<file path="src/rtl/video_ram_slot_controller_if.sv">
`default_nettype none
// ============================================================================
// Module   : video_ram_slot_controller_if
// Brief    : Timing-chain / CPU / DRAM signal bundle for the slot controller.
// Revision : 1.0 - initial release
// ============================================================================
interface video_ram_slot_controller_if #(
  parameter int ADDR_W = 14,
  parameter int MA_W   = 7
);
  logic              SLOT_SYNC;
  logic              VIDEO_ACTIVE;
  logic [ADDR_W-1:0] VID_ADDR;
  logic              CPU_REQ;
  logic              CPU_WR;
  logic [ADDR_W-1:0] CPU_ADDR;
  logic [MA_W-1:0]   VRAM_MA;
  logic              RAS_AL;
  logic              CAS_AL;
  logic              WE_AL;
  logic              VID_LOAD;
  logic              CPU_DONE;
  logic              CPU_WAIT_AL;

  modport master (
    output SLOT_SYNC, VIDEO_ACTIVE, VID_ADDR, CPU_REQ, CPU_WR, CPU_ADDR,
    input  VRAM_MA, RAS_AL, CAS_AL, WE_AL, VID_LOAD, CPU_DONE, CPU_WAIT_AL
  );

  modport slave (
    input  SLOT_SYNC, VIDEO_ACTIVE, VID_ADDR, CPU_REQ, CPU_WR, CPU_ADDR,
    output VRAM_MA, RAS_AL, CAS_AL, WE_AL, VID_LOAD, CPU_DONE, CPU_WAIT_AL
  );
endinterface
`default_nettype wire

</file>
<file path="src/rtl/video_ram_slot_controller.sv">
`default_nettype none
// ============================================================================
// Module   : video_ram_slot_controller
// Brief    : Arbitrated 4-clock DRAM slot sequencer shared by video and CPU.
// Revision : 1.0 - initial release
// ============================================================================
module video_ram_slot_controller #(
  parameter int ADDR_W = 14,
  parameter int MA_W   = 7
) (
  input  wire logic                  CLOCK_10MHZ,
  input  wire logic                  RESET,
  video_ram_slot_controller_if.slave bus
);

  typedef enum logic [1:0] {
    S_ARB = 2'd0,
    S_RAS = 2'd1,
    S_CAS = 2'd2,
    S_END = 2'd3
  } state_t;

  typedef enum logic [1:0] {
    OWN_IDLE = 2'd0,
    OWN_VID  = 2'd1,
    OWN_CPU  = 2'd2
  } owner_t;

  state_t            r_state;
  state_t            w_state_nxt;
  owner_t            r_owner;
  owner_t            w_owner_nxt;
  logic [ADDR_W-1:0] r_addr;
  logic [ADDR_W-1:0] w_addr_nxt;
  logic              r_wr;
  logic              w_wr_nxt;
  logic              r_toggle;
  logic              w_toggle_nxt;
  logic              r_disarm;
  logic              w_disarm_nxt;
  logic              w_armed;
  logic              w_busy;

  logic [MA_W-1:0]   r_ma;
  logic [MA_W-1:0]   w_ma_nxt;
  logic              r_ras_al;
  logic              w_ras_al_nxt;
  logic              r_cas_al;
  logic              w_cas_al_nxt;
  logic              r_we_al;
  logic              w_we_al_nxt;
  logic              r_vid_load;
  logic              w_vid_load_nxt;
  logic              r_cpu_done;
  logic              w_cpu_done_nxt;
  logic              r_wait_al;
  logic              w_wait_al_nxt;

  // A held request stays disarmed after completion until CPU_REQ is seen low.
  assign w_armed = bus.CPU_REQ & ~r_disarm;

  // Slot sequencing and arbitration; the owner is committed on leaving S_ARB.
  always_comb begin
    w_state_nxt  = r_state;
    w_owner_nxt  = r_owner;
    w_addr_nxt   = r_addr;
    w_wr_nxt     = r_wr;
    w_toggle_nxt = r_toggle;
    unique case (r_state)
      S_ARB: begin
        if (bus.SLOT_SYNC) begin
          w_state_nxt = S_ARB;
        end else begin
          w_state_nxt  = S_RAS;
          w_toggle_nxt = ~r_toggle;
          if (bus.VIDEO_ACTIVE && !r_toggle) begin
            w_owner_nxt = OWN_VID;
            w_addr_nxt  = bus.VID_ADDR;
            w_wr_nxt    = 1'b0;
          end else if (w_armed) begin
            w_owner_nxt = OWN_CPU;
            w_addr_nxt  = bus.CPU_ADDR;
            w_wr_nxt    = bus.CPU_WR;
          end else begin
            w_owner_nxt = OWN_IDLE;
            w_wr_nxt    = 1'b0;
          end
        end
      end
      S_RAS: begin
        if (bus.SLOT_SYNC) begin
          w_state_nxt = S_ARB;
        end else begin
          w_state_nxt = S_CAS;
        end
      end
      S_CAS: begin
        if (bus.SLOT_SYNC) begin
          w_state_nxt = S_ARB;
        end else begin
          w_state_nxt = S_END;
        end
      end
      S_END: begin
        w_state_nxt = S_ARB;
      end
      default: begin
        w_state_nxt = S_ARB;
      end
    endcase
  end

  // Outputs are decoded from the upcoming state so every pin leaves a flop.
  always_comb begin
    w_busy         = (w_owner_nxt != OWN_IDLE);
    w_ma_nxt       = w_addr_nxt[MA_W-1:0];
    w_ras_al_nxt   = 1'b1;
    w_cas_al_nxt   = 1'b1;
    w_we_al_nxt    = 1'b1;
    w_vid_load_nxt = 1'b0;
    w_cpu_done_nxt = 1'b0;
    unique case (w_state_nxt)
      S_ARB: begin
        w_ras_al_nxt = 1'b1;
      end
      S_RAS: begin
        w_ras_al_nxt = ~w_busy;
        w_we_al_nxt  = ~(w_busy & w_wr_nxt);
      end
      S_CAS: begin
        w_ma_nxt     = w_addr_nxt[ADDR_W-1:MA_W];
        w_ras_al_nxt = ~w_busy;
        w_cas_al_nxt = ~w_busy;
        w_we_al_nxt  = ~(w_busy & w_wr_nxt);
      end
      S_END: begin
        w_ma_nxt       = w_addr_nxt[ADDR_W-1:MA_W];
        w_ras_al_nxt   = ~w_busy;
        w_cas_al_nxt   = ~w_busy;
        w_we_al_nxt    = ~(w_busy & w_wr_nxt);
        w_vid_load_nxt = (w_owner_nxt == OWN_VID);
        w_cpu_done_nxt = (w_owner_nxt == OWN_CPU);
      end
      default: begin
        w_ras_al_nxt = 1'b1;
      end
    endcase

    if (w_cpu_done_nxt) begin
      w_disarm_nxt = 1'b1;
    end else if (!bus.CPU_REQ) begin
      w_disarm_nxt = 1'b0;
    end else begin
      w_disarm_nxt = r_disarm;
    end
    w_wait_al_nxt = ~(bus.CPU_REQ & ~w_disarm_nxt);
  end

  always_ff @(posedge CLOCK_10MHZ or posedge RESET) begin
    if (RESET) begin
      r_state  <= S_ARB;
      r_owner  <= OWN_IDLE;
      r_addr   <= '0;
      r_wr     <= 1'b0;
      r_toggle <= 1'b0;
      r_disarm <= 1'b0;
    end else begin
      r_state  <= w_state_nxt;
      r_owner  <= w_owner_nxt;
      r_addr   <= w_addr_nxt;
      r_wr     <= w_wr_nxt;
      r_toggle <= w_toggle_nxt;
      r_disarm <= w_disarm_nxt;
    end
  end

  always_ff @(posedge CLOCK_10MHZ or posedge RESET) begin
    if (RESET) begin
      r_ma       <= '0;
      r_ras_al   <= 1'b1;
      r_cas_al   <= 1'b1;
      r_we_al    <= 1'b1;
      r_vid_load <= 1'b0;
      r_cpu_done <= 1'b0;
      r_wait_al  <= 1'b1;
    end else begin
      r_ma       <= w_ma_nxt;
      r_ras_al   <= w_ras_al_nxt;
      r_cas_al   <= w_cas_al_nxt;
      r_we_al    <= w_we_al_nxt;
      r_vid_load <= w_vid_load_nxt;
      r_cpu_done <= w_cpu_done_nxt;
      r_wait_al  <= w_wait_al_nxt;
    end
  end

  assign bus.VRAM_MA     = r_ma;
  assign bus.RAS_AL      = r_ras_al;
  assign bus.CAS_AL      = r_cas_al;
  assign bus.WE_AL       = r_we_al;
  assign bus.VID_LOAD    = r_vid_load;
  assign bus.CPU_DONE    = r_cpu_done;
  assign bus.CPU_WAIT_AL = r_wait_al;

endmodule
`default_nettype wire

</file>
<file path="src/flat_wrapper.sv">
// flat-port wrapper written by rule: the top's interface ports become plain ports
module video_ram_slot_controller_flat 
#(
  parameter int ADDR_W = 14,
  parameter int MA_W   = 7
)
  (CLOCK_10MHZ, RESET, bus_SLOT_SYNC, bus_VIDEO_ACTIVE, bus_VID_ADDR, bus_CPU_REQ, bus_CPU_WR, bus_CPU_ADDR, bus_VRAM_MA, bus_RAS_AL, bus_CAS_AL, bus_WE_AL, bus_VID_LOAD, bus_CPU_DONE, bus_CPU_WAIT_AL);
  video_ram_slot_controller_if #(.ADDR_W(ADDR_W), .MA_W(MA_W)) bus_i ();
  input  wire logic CLOCK_10MHZ;
  input  wire logic RESET;
  input wire logic [$bits(bus_i.SLOT_SYNC)-1:0] bus_SLOT_SYNC;
  input wire logic [$bits(bus_i.VIDEO_ACTIVE)-1:0] bus_VIDEO_ACTIVE;
  input wire logic [$bits(bus_i.VID_ADDR)-1:0] bus_VID_ADDR;
  input wire logic [$bits(bus_i.CPU_REQ)-1:0] bus_CPU_REQ;
  input wire logic [$bits(bus_i.CPU_WR)-1:0] bus_CPU_WR;
  input wire logic [$bits(bus_i.CPU_ADDR)-1:0] bus_CPU_ADDR;
  output wire logic [$bits(bus_i.VRAM_MA)-1:0] bus_VRAM_MA;
  output wire logic [$bits(bus_i.RAS_AL)-1:0] bus_RAS_AL;
  output wire logic [$bits(bus_i.CAS_AL)-1:0] bus_CAS_AL;
  output wire logic [$bits(bus_i.WE_AL)-1:0] bus_WE_AL;
  output wire logic [$bits(bus_i.VID_LOAD)-1:0] bus_VID_LOAD;
  output wire logic [$bits(bus_i.CPU_DONE)-1:0] bus_CPU_DONE;
  output wire logic [$bits(bus_i.CPU_WAIT_AL)-1:0] bus_CPU_WAIT_AL;
  assign bus_i.SLOT_SYNC = bus_SLOT_SYNC;
  assign bus_i.VIDEO_ACTIVE = bus_VIDEO_ACTIVE;
  assign bus_i.VID_ADDR = bus_VID_ADDR;
  assign bus_i.CPU_REQ = bus_CPU_REQ;
  assign bus_i.CPU_WR = bus_CPU_WR;
  assign bus_i.CPU_ADDR = bus_CPU_ADDR;
  assign bus_VRAM_MA = bus_i.VRAM_MA;
  assign bus_RAS_AL = bus_i.RAS_AL;
  assign bus_CAS_AL = bus_i.CAS_AL;
  assign bus_WE_AL = bus_i.WE_AL;
  assign bus_VID_LOAD = bus_i.VID_LOAD;
  assign bus_CPU_DONE = bus_i.CPU_DONE;
  assign bus_CPU_WAIT_AL = bus_i.CPU_WAIT_AL;
  video_ram_slot_controller #(.ADDR_W(ADDR_W), .MA_W(MA_W)) u_core (.CLOCK_10MHZ(CLOCK_10MHZ), .RESET(RESET), .bus(bus_i));
endmodule
</file>
<file path="config.mk">
export PLATFORM = sky130hd
export DESIGN_NAME = video_ram_slot_controller_flat
export DESIGN_NICKNAME = d
export VERILOG_FILES = /design/src/rtl/video_ram_slot_controller_if.sv /design/src/rtl/video_ram_slot_controller.sv /design/src/flat_wrapper.sv
export SDC_FILE = /design/constraint.sdc
export NUM_CORES = 1
export LEC_CHECK = 0
export BUFFER_PORTS_ARGS = -buffer_cell sky130_fd_sc_hd__buf_2
export CAP_MARGIN = 10
export CORE_MARGIN = 10
export CORE_UTILIZATION = 50
export CTS_BUF_LIST = sky130_fd_sc_hd__clkbuf_8
export CTS_CLUSTER_DIAMETER = 200
export CTS_CLUSTER_SIZE = 24
export DETAILED_ROUTE_END_ITERATION = 12
export MAX_ROUTING_LAYER = met4
export PLACE_DENSITY = 0.79
export SLEW_MARGIN = 15
export SYNTH_ARGS = -nofsm -noshare
export SYNTH_HDL_FRONTEND = slang
export SYNTH_SLANG_ARGS = --single-unit
export TNS_END_PERCENT = 100
</file>
<file path="constraint.sdc">
create_clock -name CLOCK_10MHZ -period 2.8 [get_ports CLOCK_10MHZ]
set_input_delay 0.56 -clock CLOCK_10MHZ [delete_from_list [all_inputs] [get_ports CLOCK_10MHZ]]
set_output_delay 0.56 -clock CLOCK_10MHZ [all_outputs]
set_load 0.02 [all_outputs]
</file>
==> qor.txt, run 1 <==
Clock buffer depth = 2
Setup Buffers After CTS = 0
Max-slew violations = 0
Total CTS buffers = 5
Die area = 5365 um^2
Top-area cell type share of the netlist area = 52.96%
Routability cong. = 0.8602
Critical Path End Type = flip-flop
Vias in the first global route = 1152
Synth Warn # = 0
Io pins = 47
Worst-path clk slew = 70 ps
Post_cts resized = 0
Seq/Total Area, Yosys = 60.37%
Syn Std Cell Area = 1418 um^2
Leakage power = 0.8341 nW
Initial Util = 51.85%
Via count = 1143
Initial antenna violation count = 0
Row count = 19
Post-synth cell types = 29
Internal power = 0.0009893 W
DRC Markers = 0
Layout cells sized above 1 = 32.79%
Total GRT Usage = 13.03%
Startpoint types = flip-flop
RSZ-0062 raised after global routing = false
Power per cell area = 858.0 nW/um^2
Clock power share = 22.3%
Largest net degree at the start of global routing = 19
Max-Cap Viols = 0
Setup violators final = 0
Drt pass-1 iters = 4
Antenna cells = 0
Req. time, crit path = 3000 ps
Final Hold Viols = 0
Syn Area/Cell = 10.58 um^2
TritonCTS clock tree = built
Yosys reg bits = 34
Share of total power in sequential cells = 48.6%
DR vias/cell = 5.341
Fmax = 489.6 MHz
Setup Skew = 5.509 ps
Port bufs = 46
CP Class = reg -> reg
Clock H-tree levels = 2
Syn_nets = 168
Clock sink count = 34
Gate power share = 29.1%
Fin nets = 216
Worst r2r src = u_core.r_state[1]
Worst Setup SP = u_core.r_state[1]
Synth area leaders = dfrtp_1 53%, o22ai_1 7.5%, dfstp_2 7.4%, nor2_1 5.8%, a21oi_1 4.6%
DP Wirelength = 2566 um
Crit-path max FO = 13
WL final = 3351 um
Hold-fix buffers, CTS = 0
Util after Layout = 63.20%
Slew headroom = 57.51%
Worst-skew pair later-pin latency = 280 ps
Global-route wire length before repair = 5340 um
Switch Pwr = 0.0004933 W
Routed Antenna Nets = 0
Routed WL per cell = 15.66 um
Maximum vdd drop = 0.0006274 V
Least-Margin Pin Slew = 636.7 ps
1st-iter DRT viols = 72
Root buffer cell = clkbuf_8
Area Growth Syn to Fin = 21.89%
Width of the die = 73.25 um
Hold Crit Class = in -> async
Final Critical Period = 2043 ps
PnR Total Power = 0.001483 W
Yosys top cell by area = dfrtp_1
Fin Setup TNS = 0 ps
Area of the core = 2734 um^2
Status = finished, final reports clean
Switching portion of total power = 33.27%
Reg-to-reg slack, setup = 760 ps
Leading cell type in the layout, fill and taps excluded = buf_2
Final period util = 72.95%
Die height = 73.25 um
Global route overflow = 0
Commonest non-fill, non-tap cells in the layout = 46 x buf_2, 30 x dfrtp_1, 22 x nor2_1, 17 x o22ai_1, 13 x a21oi_1
Mapped Cells = 134
WP data arrival = 2240 ps
power groups by stage:
stage | clock network [W] | registers [W] | logic (W)
global placement | 0 | 0.000724 | 0.000420
global route | 0.000352 | 0.000735 | 0.000483
floorplan | 0 | 0.000780 | 0.000250
finish | 0.000331 | 0.000721 | 0.000431
CTS | 0.000335 | 0.000721 | 0.000435
detailed placement | 0 | 0.000730 | 0.000433
path summary, 6_finish.rpt:
kind	cells past startpoint	end
worst max-delay path	4	u_core.bus.WE_AL
worst min-delay path	2	u_core.r_addr[0]
worst max register to register	4	u_core.bus.WE_AL
worst min register to register	1	u_core.r_toggle
max in group asynchronous	3	u_core.bus.CPU_WAIT_AL
min in group CLOCK_10MHZ	1	u_core.r_toggle
critical path: stages (launching register included):
cell and delay, ps:
dfrtp_1 450, nor3_2 530, nand3_1 490, o21ai_0 390, nand2_1 100
cells in the mapped netlist (all sizes together):
master,instances
a21oi,15
a22o,1
and4b,1
buf,5
clkbuf,1
dfrtp,30
dfstp,4
inv,5
nand2,12
nand2b,2
nand3,1
nand4b,1
nor2,22
nor2b,2
nor3,2
o21a,2
o21ai,5
o221ai,1
o22ai,18
or2b,1
or3,1
xnor2,1
xor2,1
registers in the layout, summed over array words and instances (netlist names), 2 cells and up:
signal,count
u_core.r_owner,2
u_core.r_addr,14
u_core.r_state,2
u_core.bus.VRAM_MA,7
final cells by class:
| type | instances | area [um^2] |
|---|---|---|
| multi-input combinational | 89 | 496.7 |
| timing repair buffer | 47 | 237.7 |
| clock buffer | 5 | 68.82 |
| sequential | 34 | 855.8 |
| tap | 31 | 38.79 |
| clock inverter | 3 | 11.26 |
| fill | 222 | 1006 |
| inverter | 5 | 18.77 |
cell families (layout without fill, tap and decap cells):
family	after synthesis	after routing	share of synthesized area, %
and+or+nand+nor	45	45	14.47
AOI/OAI and AO/OA	42	42	19.33
DFF	34	34	60.37
buffers and inverters	11	60	4.589
xor gates and xnor gates	2	2	1.236
stage by stage:
| stage | hold slack [ps] | setup slack [ps] | instances | cell area (um^2) |
|---|---|---|---|---|
| 6_report | 353.7 | 757.5 | 214 | 1728 |
| 5_1_grt | 410.4 | 551.6 | 214 | 1728 |
| 4_1_cts | 374.7 | 771.5 | 214 | 1728 |
| 3_5_place_dp | 482.7 | 538.7 | 206 | 1648 |
| 3_3_place_gp | 474.8 | 629.2 | 206 | 1648 |
| 2_1_floorplan | 456.8 | 1137 | 134 | 1418 |
per-layer routing:
layer / up-vias / GRT usage (%) / share of wire (%)
li1: 564 / - / -
met1: 541 / 15.24 / 43
met2: 31 / 19.68 / 49
met3: 7 / 4.354 / 5.9
met4: 0 / 6.118 / 1.4
met5: - / - / 0
(Power assumes the default switching activity.)
==> run 2: changes to the inputs <==
ABC_AREA = 1   (was not set)
PLACE_DENSITY = 0.77   (was 0.79)
clock period = 2 ns   (was 2.8 ns; I/O delays follow)
==> qor.txt, run 2 <==
Antenna cells = 0 (unchanged)
PnR Total Power = 0.002135 W (+44%)
Setup Buffers After CTS = 0 (unchanged)
Top-area cell type share of the netlist area = 44.74% (-8.2 points)
Post_cts resized = 0 (unchanged)
Fin Setup TNS = 0 ps (unchanged)
Post-synth EDFFs = 0 (unchanged)
Req. time, crit path = 2230 ps (-770 ps)
Reg-to-reg slack, setup = 480 ps (-280 ps)
Initial Util = 53.64% (+1.8 points)
Status = finished, final reports clean
Synth area leaders = dfrtp_1 45%, nand2_1 8.3%, dfstp_2 6.3%, nand3b_1 6.3%, nand4_1 5.2%
Worst-path clk slew = 60 ps (about the same)
DRC Markers = 0 (unchanged)
Most frequent CP cell = nand2_1
Routed Antenna Nets = 0 (unchanged)
DR vias/cell = 4.961 (-7.1%)
Syn Area/Cell = 8.785 um^2 (-17%)
Clock buffer depth = 2 (unchanged)
Row count = 20 (+1)
Startpoint types = flip-flop
RR Endpoint = u_core.bus.CPU_WAIT_AL
Least-Margin Pin Slew = 416.2 ps (-220.6 ps)
Area of the core = 3128 um^2 (+14%)
1st-iter DRT viols = 149 (+110%)
Area after DPL = 1937 um^2 (+18%)
Drt pass-1 iters = 4 (unchanged)
Width of the die = 77.93 um (+6.4%)
Final period util = 76.16% (+3.2 points)
TritonCTS clock tree = built
Clock H-tree levels = 2 (unchanged)
Fin nets = 274 (+27%)
Hold-fix buffers, CTS = 0 (unchanged)
Setup violators final = 0 (unchanged)
Power per cell area = 1059 nW/um^2 (+23%)
CP Class = reg -> reg
Vias in the first global route = 1405 (+22%)
Number of flip-flops in the largest register = 14 (unchanged)
Biggest register = u_core.r_addr
Yosys top cell by area = dfrtp_1
Routed WL per cell = 13.64 um (-13%)
Clock sink count = 34 (unchanged)
WP data arrival = 1760 ps (-480 ps)
Commonest non-fill, non-tap cells in the layout = 46 x buf_2, 37 x nand2_1, 30 x dfrtp_1, 26 x inv_1, 17 x nor2_1
Routability cong. = 0.8888 (+3.3%)
Leading cell type in the layout, fill and taps excluded = buf_2
Final Hold Viols = 0 (unchanged)
Max-Cap Viols = 0 (unchanged)
Prevailing post-synth register cell = dfrtp_1
Die area = 6073 um^2 (+13%)
Worst-skew pair later-pin latency = 290 ps (about the same)
Leakage power = 1.047 nW (+25%)
Root buffer cell = clkbuf_8
Die height = 77.93 um (+6.4%)
Area Growth Syn to Fin = 20.21%
DP Wirelength = 2880 um (+12%)
Global route overflow = 0 (unchanged)
Final instance area = 2017 um^2 (+17%)
Max-slew violations = 0 (unchanged)
Critical Path End Type = flip-flop
Fmax = 656.5 MHz (+34%)
R2R depth = 7 (+3)
Syn_nets = 225 (+34%)
Crit-path max FO = 27 (+14)
Setup Skew = 3.878 ps (-1.631 ps)
Initial antenna violation count = 0 (unchanged)
Synth Warn # = 0 (unchanged)
WL final = 3886 um (+16%)
Mapped Cells = 191 (+43%)
Syn Std Cell Area = 1678 um^2 (+18%)
Worst r2r src = u_core.r_state[0]
Most common cell in the netlist = nand2_1
Slew headroom = 72.19% (+15 points)
Seq/Total Area, Yosys = 51.01% (-9.4 points)
Yosys reg bits = 34 (unchanged)
RSZ-0062 raised after global routing = false
Maximum vdd drop = 0.0006666 V (+6.2%)
Largest net degree at the start of global routing = 35 (+16)
CP cell instances = nor2_8, nand2_4, inv_4, nand2_1, nand2_2, nand3_1, nand2_1
Via count = 1414 (+24%)
Port bufs = 46 (unchanged)
Final Critical Period = 1523 ps (-519.2 ps)
Hold Crit Class = in -> async
Io pins = 47 (unchanged)
Slowest-stage cell, CP = dfrtp_1
Synth cell count leaders = 37 x nand2_1, 30 x dfrtp_1, 23 x inv_1, 17 x nor2_1, 15 x nand3_1
Total GRT Usage = 13.33% (+0.29 points)
Layout cells sized above 1 = 29.88% (-2.9 points)
Async SR Flop Fraction = 100.0% (unchanged)
Post-synth cell types = 25 (-14%)
Total CTS buffers = 5 (unchanged)
Worst path max stage delay = 470 ps (-60 ps)
Global-route wire length before repair = 6334 um (+19%)
[run 2: cells by family after synthesis]
family	share of synthesized area [%]
compound gates	0.8952
xor+xnor	0.5221
buf+inv	9.097
flops	51.01
simple gates	38.48
[run 2: how the worst max path moves through the flow]
stage	start	depth (start not counted)	end	slack [ps]
after detailed placement	bus_SLOT_SYNC	8	u_core.bus.CPU_WAIT_AL	470
after floorplan	u_core.r_state[1]	6	u_core.r_addr[2]	700
after global placement	bus_SLOT_SYNC	8	u_core.bus.CPU_WAIT_AL	480
after CTS	u_core.r_state[1]	7	u_core.bus.CPU_WAIT_AL	470
after global routing	u_core.r_state[0]	7	u_core.r_disarm	340
final	u_core.r_state[0]	7	u_core.bus.CPU_WAIT_AL	480
[run 2: critical path: cells and delay by family (launching register included)]
| kind | cells | cell delay (ps) |
|---|---|---|
| flops | 1 | 470 |
| simple gates | 6 | 780 |
| buf+inv | 1 | 210 |
[run 2: metal layers]
layer / track usage, % / vias to the layer above / part of all wire (%)
li1: - / 718 / -
met1: 15.31 / 651 / 44
met2: 20.07 / 40 / 48
met3: 5.530 / 5 / 6.9
met4: 5.735 / 0 / 1.1
met5: - / - / 0
[run 2: where the power goes]
| group | leakage [nW] | total, W | switching [W] | internal, W |
|---|---|---|---|---|
| Sequential | 0.388 | 0.000964 | 0.0000596 | 0.000904 |
| Clock | 0.0519 | 0.000469 | 0.000237 | 0.000231 |
| Combinational | 0.607 | 0.000703 | 0.000427 | 0.000276 |
[run 2: metrics by stage]
stage / utilization [%] / hold slack (ps) / setup WS (ps) / cells
finish: 64.48 / 185.6 / 476.7 / 285
global route: 64.48 / 228.4 / 342.0 / 285
CTS: 64.48 / 198.5 / 467.4 / 285
detailed placement: 61.92 / 493.4 / 467.1 / 277
global placement: 61.92 / 486.7 / 477.4 / 277
floorplan: - / 445.3 / 700.4 / 191
[run 2: layout make-up]
| type | instances | area, um^2 |
|---|---|---|
| Multi-Input combinational cell | 122 | 669.4 |
| Tap cell | 44 | 55.05 |
| Clock buffer | 5 | 68.82 |
| Sequential cell | 34 | 855.8 |
| Fill cell | 276 | 1111 |
| Timing Repair Buffer | 48 | 245.2 |
| Inverter | 29 | 111.4 |
| Clock inverter | 3 | 11.26 |
==> run 3: changes to the inputs <==
clock period = 1.5 ns   (was 2 ns; I/O delays follow)
==> qor.txt, run 3 (same netlist as run 2, synthesis figures left out) <==
Clock H-tree levels = 2 (unchanged)
Via count = 1425 (+0.78%)
Port bufs = 46 (unchanged)
Row count = 20 (unchanged)
Commonest non-fill, non-tap cells in the layout = 46 x buf_2, 37 x nand2_1, 28 x dfrtp_1, 24 x inv_1, 17 x nor2_1
Switch Pwr = 0.0009852 W (+36%)
Hold Crit Class = in -> async
Routed Antenna Nets = 0 (unchanged)
Power per cell area = 1425 nW/um^2 (+35%)
Startpoint types = flip-flop
DP Wirelength = 2898 um (+0.66%)
CP Class = reg -> reg
# fillers = 281 (+1.8%)
DR vias/cell = 4.931 (-0.62%)
Biggest register = u_core.r_addr
Final instance area = 2071 um^2 (+2.7%)
Root buffer cell = clkbuf_8
Layout cells sized above 1 = 32.65% (+2.8 points)
Share of total power in sequential cells = 43.8% (-1.3 points)
TritonCTS clock tree = built
Least-Margin Pin Slew = 407.2 ps (-8.917 ps)
Max-Cap Viols = 0 (unchanged)
Initial antenna violation count = 0 (unchanged)
Crit-path max FO = 16 (-41%)
Worst-path clk slew = 70 ps (about the same)
Initial Util = 53.64% (unchanged)
Clock buffer depth = 2 (unchanged)
Routed WL per cell = 13.26 um (-2.8%)
Io pins = 47 (unchanged)
Setup violators final = 0 (unchanged)
WL final = 3832 um (-1.4%)
Total CTS buffers = 5 (unchanged)
Drt pass-1 iters = 4 (unchanged)
Fmax = 712.7 MHz (+8.6%)
Max-slew violations = 0 (unchanged)
RSZ-0062 raised after global routing = true
Antenna cells = 0 (unchanged)
1st-iter DRT viols = 131 (-12%)
Routability cong. = 0.8116 (-8.7%)
Gate power share = 33.0% (about the same)
Slew headroom = 72.85% (+0.66 points)
Number of flip-flops in the largest register = 14 (unchanged)
Final period util = 93.54% (+17 points)
Maximum vdd drop = 0.0008190 V (+23%)
Status = finished, final reports clean
Final Hold Viols = 0 (unchanged)
Leakage power = 1.064 nW (+1.6%)
Switching portion of total power = 33.40% (-0.50 points)
Fin Setup TNS = 0 ps (unchanged)
Clock sink count = 34 (unchanged)
Clock power share = 23.2% (+1.3 points)
Largest net degree at the start of global routing = 35 (unchanged)
WP data arrival = 1570 ps (-190 ps)
Total GRT Usage = 13.64% (+0.31 points)
Area Growth Syn to Fin = 23.42%
Area of the core = 3128 um^2 (unchanged)
Leading cell type in the layout, fill and taps excluded = buf_2
Die height = 77.93 um (unchanged)
Global-route wire length before repair = 6672 um (+5.3%)
Internal power = 0.001965 W (+39%)
Setup Skew = 8.191 ps (+4.313 ps)
Width of the die = 77.93 um (unchanged)
DRC Markers = 0 (unchanged)
Critical Path End Type = flip-flop
Vias in the first global route = 1520 (+8.2%)
Final Critical Period = 1403 ps (-120.1 ps)
Hold-fix buffers, CTS = 0 (unchanged)
Area after DPL = 1959 um^2 (+1.2%)
Worst-skew pair later-pin latency = 290 ps (about the same)
Req. time, crit path = 1670 ps (-560 ps)
Global route overflow = 0 (unchanged)
Fin nets = 278 (+1.5%)
Die area = 6073 um^2 (unchanged)
==> run 3: changes by cell type in the layout (fill, tap and decap cells not counted) <==
| cell | before | now |
|---|---|---|
| inv_1 | 26 | 24 |
| clkinv_2 | 0 | 1 |
| inv_6 | 0 | 1 |
| clkbuf_8 | 5 | 6 |
| dfrtp_1 | 30 | 28 |
| o21ai_4 | 0 | 1 |
| dfrtp_2 | 0 | 2 |
| o21ai_2 | 1 | 0 |
| buf_4 | 2 | 6 |
| inv_4 | 1 | 0 |
==> run 3: path summary, 6_finish.rpt <==
| path | start | end | slack (ps) | depth (start not counted) |
|---|---|---|---|---|
| max | u_core.r_state[1] | u_core.r_disarm | 100 | 7 |
| min in group CLOCK_10MHZ | bus_SLOT_SYNC | u_core.r_state[0] | 210 | 2 |
| min reg2reg | u_core.r_wr | u_core.r_wr | 510 | 2 |
| min | RESET | u_core.bus.VID_LOAD | 90 | 3 |
| max reg2reg | u_core.r_state[1] | u_core.r_disarm | 100 | 7 |
| max in group asynchronous | RESET | u_core.bus.CPU_WAIT_AL | 1070 | 3 |
==> run 3: power groups by stage <==
| stage | Clock (W) | Combinational, W | Sequential (W) |
|---|---|---|---|
| 3_5_place_dp | 0 | 0.000968 | 0.00130 |
| 4_1_cts | 0.000693 | 0.000973 | 0.00129 |
| 2_1_floorplan | 0 | 0.000577 | 0.00141 |
| 3_3_place_gp | 0 | 0.000953 | 0.00129 |
| 6_report | 0.000685 | 0.000973 | 0.00129 |
| 5_1_grt | 0.000741 | 0.00110 | 0.00132 |
==> run 3: cell type report <==
class	count	area [um^2]	area share, %
sequential	34	858.3	41.45
multi-input combinational	122	676.9	32.69
timing repair buffer	52	275.3	13.29
inverter	29	113.9	5.498
clock buffer	6	82.58	3.988
tap	44	55.05	2.659
clock inverter	2	8.758	0.4230
==> run 3: worst max-delay path, stage by stage (launching register included) <==
cell     delay (ps)
dfrtp_2         450
nor2_8          140
buf_4           150
nand3_4         190
o21ai_4         130
inv_2            50
nand3_1         100
nand2_1          70
==> run 3: repair_timing <==
action / CTS / global route
resized for setup: 0 / 4
endpoints found under the setup margin: 0 / 10
setup buffers: 0 / 1
==> run 3: through the flow <==
stage / hold slack (ps) / setup slack, ps / utilization [%] / std cells / power, W
2_1_floorplan: 366.4 / 200.4 / - / 191 / 0.001985
3_3_place_gp: 406.3 / 110.8 / 62.64 / 280 / 0.002246
3_5_place_dp: 413.3 / 61.38 / 62.64 / 280 / 0.002272
4_1_cts: 108.0 / 59.74 / 65.56 / 288 / 0.002957
5_1_grt: 143.9 / -4.339 / 66.20 / 289 / 0.003158
6_report: 90.51 / 96.84 / 66.20 / 289 / 0.002950
==> run 3: metal layers <==
layer	global-route usage, %	wire length [um]	part of all wire, %
met4	5.197	70	1.8
met3	4.954	239	6.2
met5	-	0	0
met2	20.90	1725	45
met1	16.03	1797	47
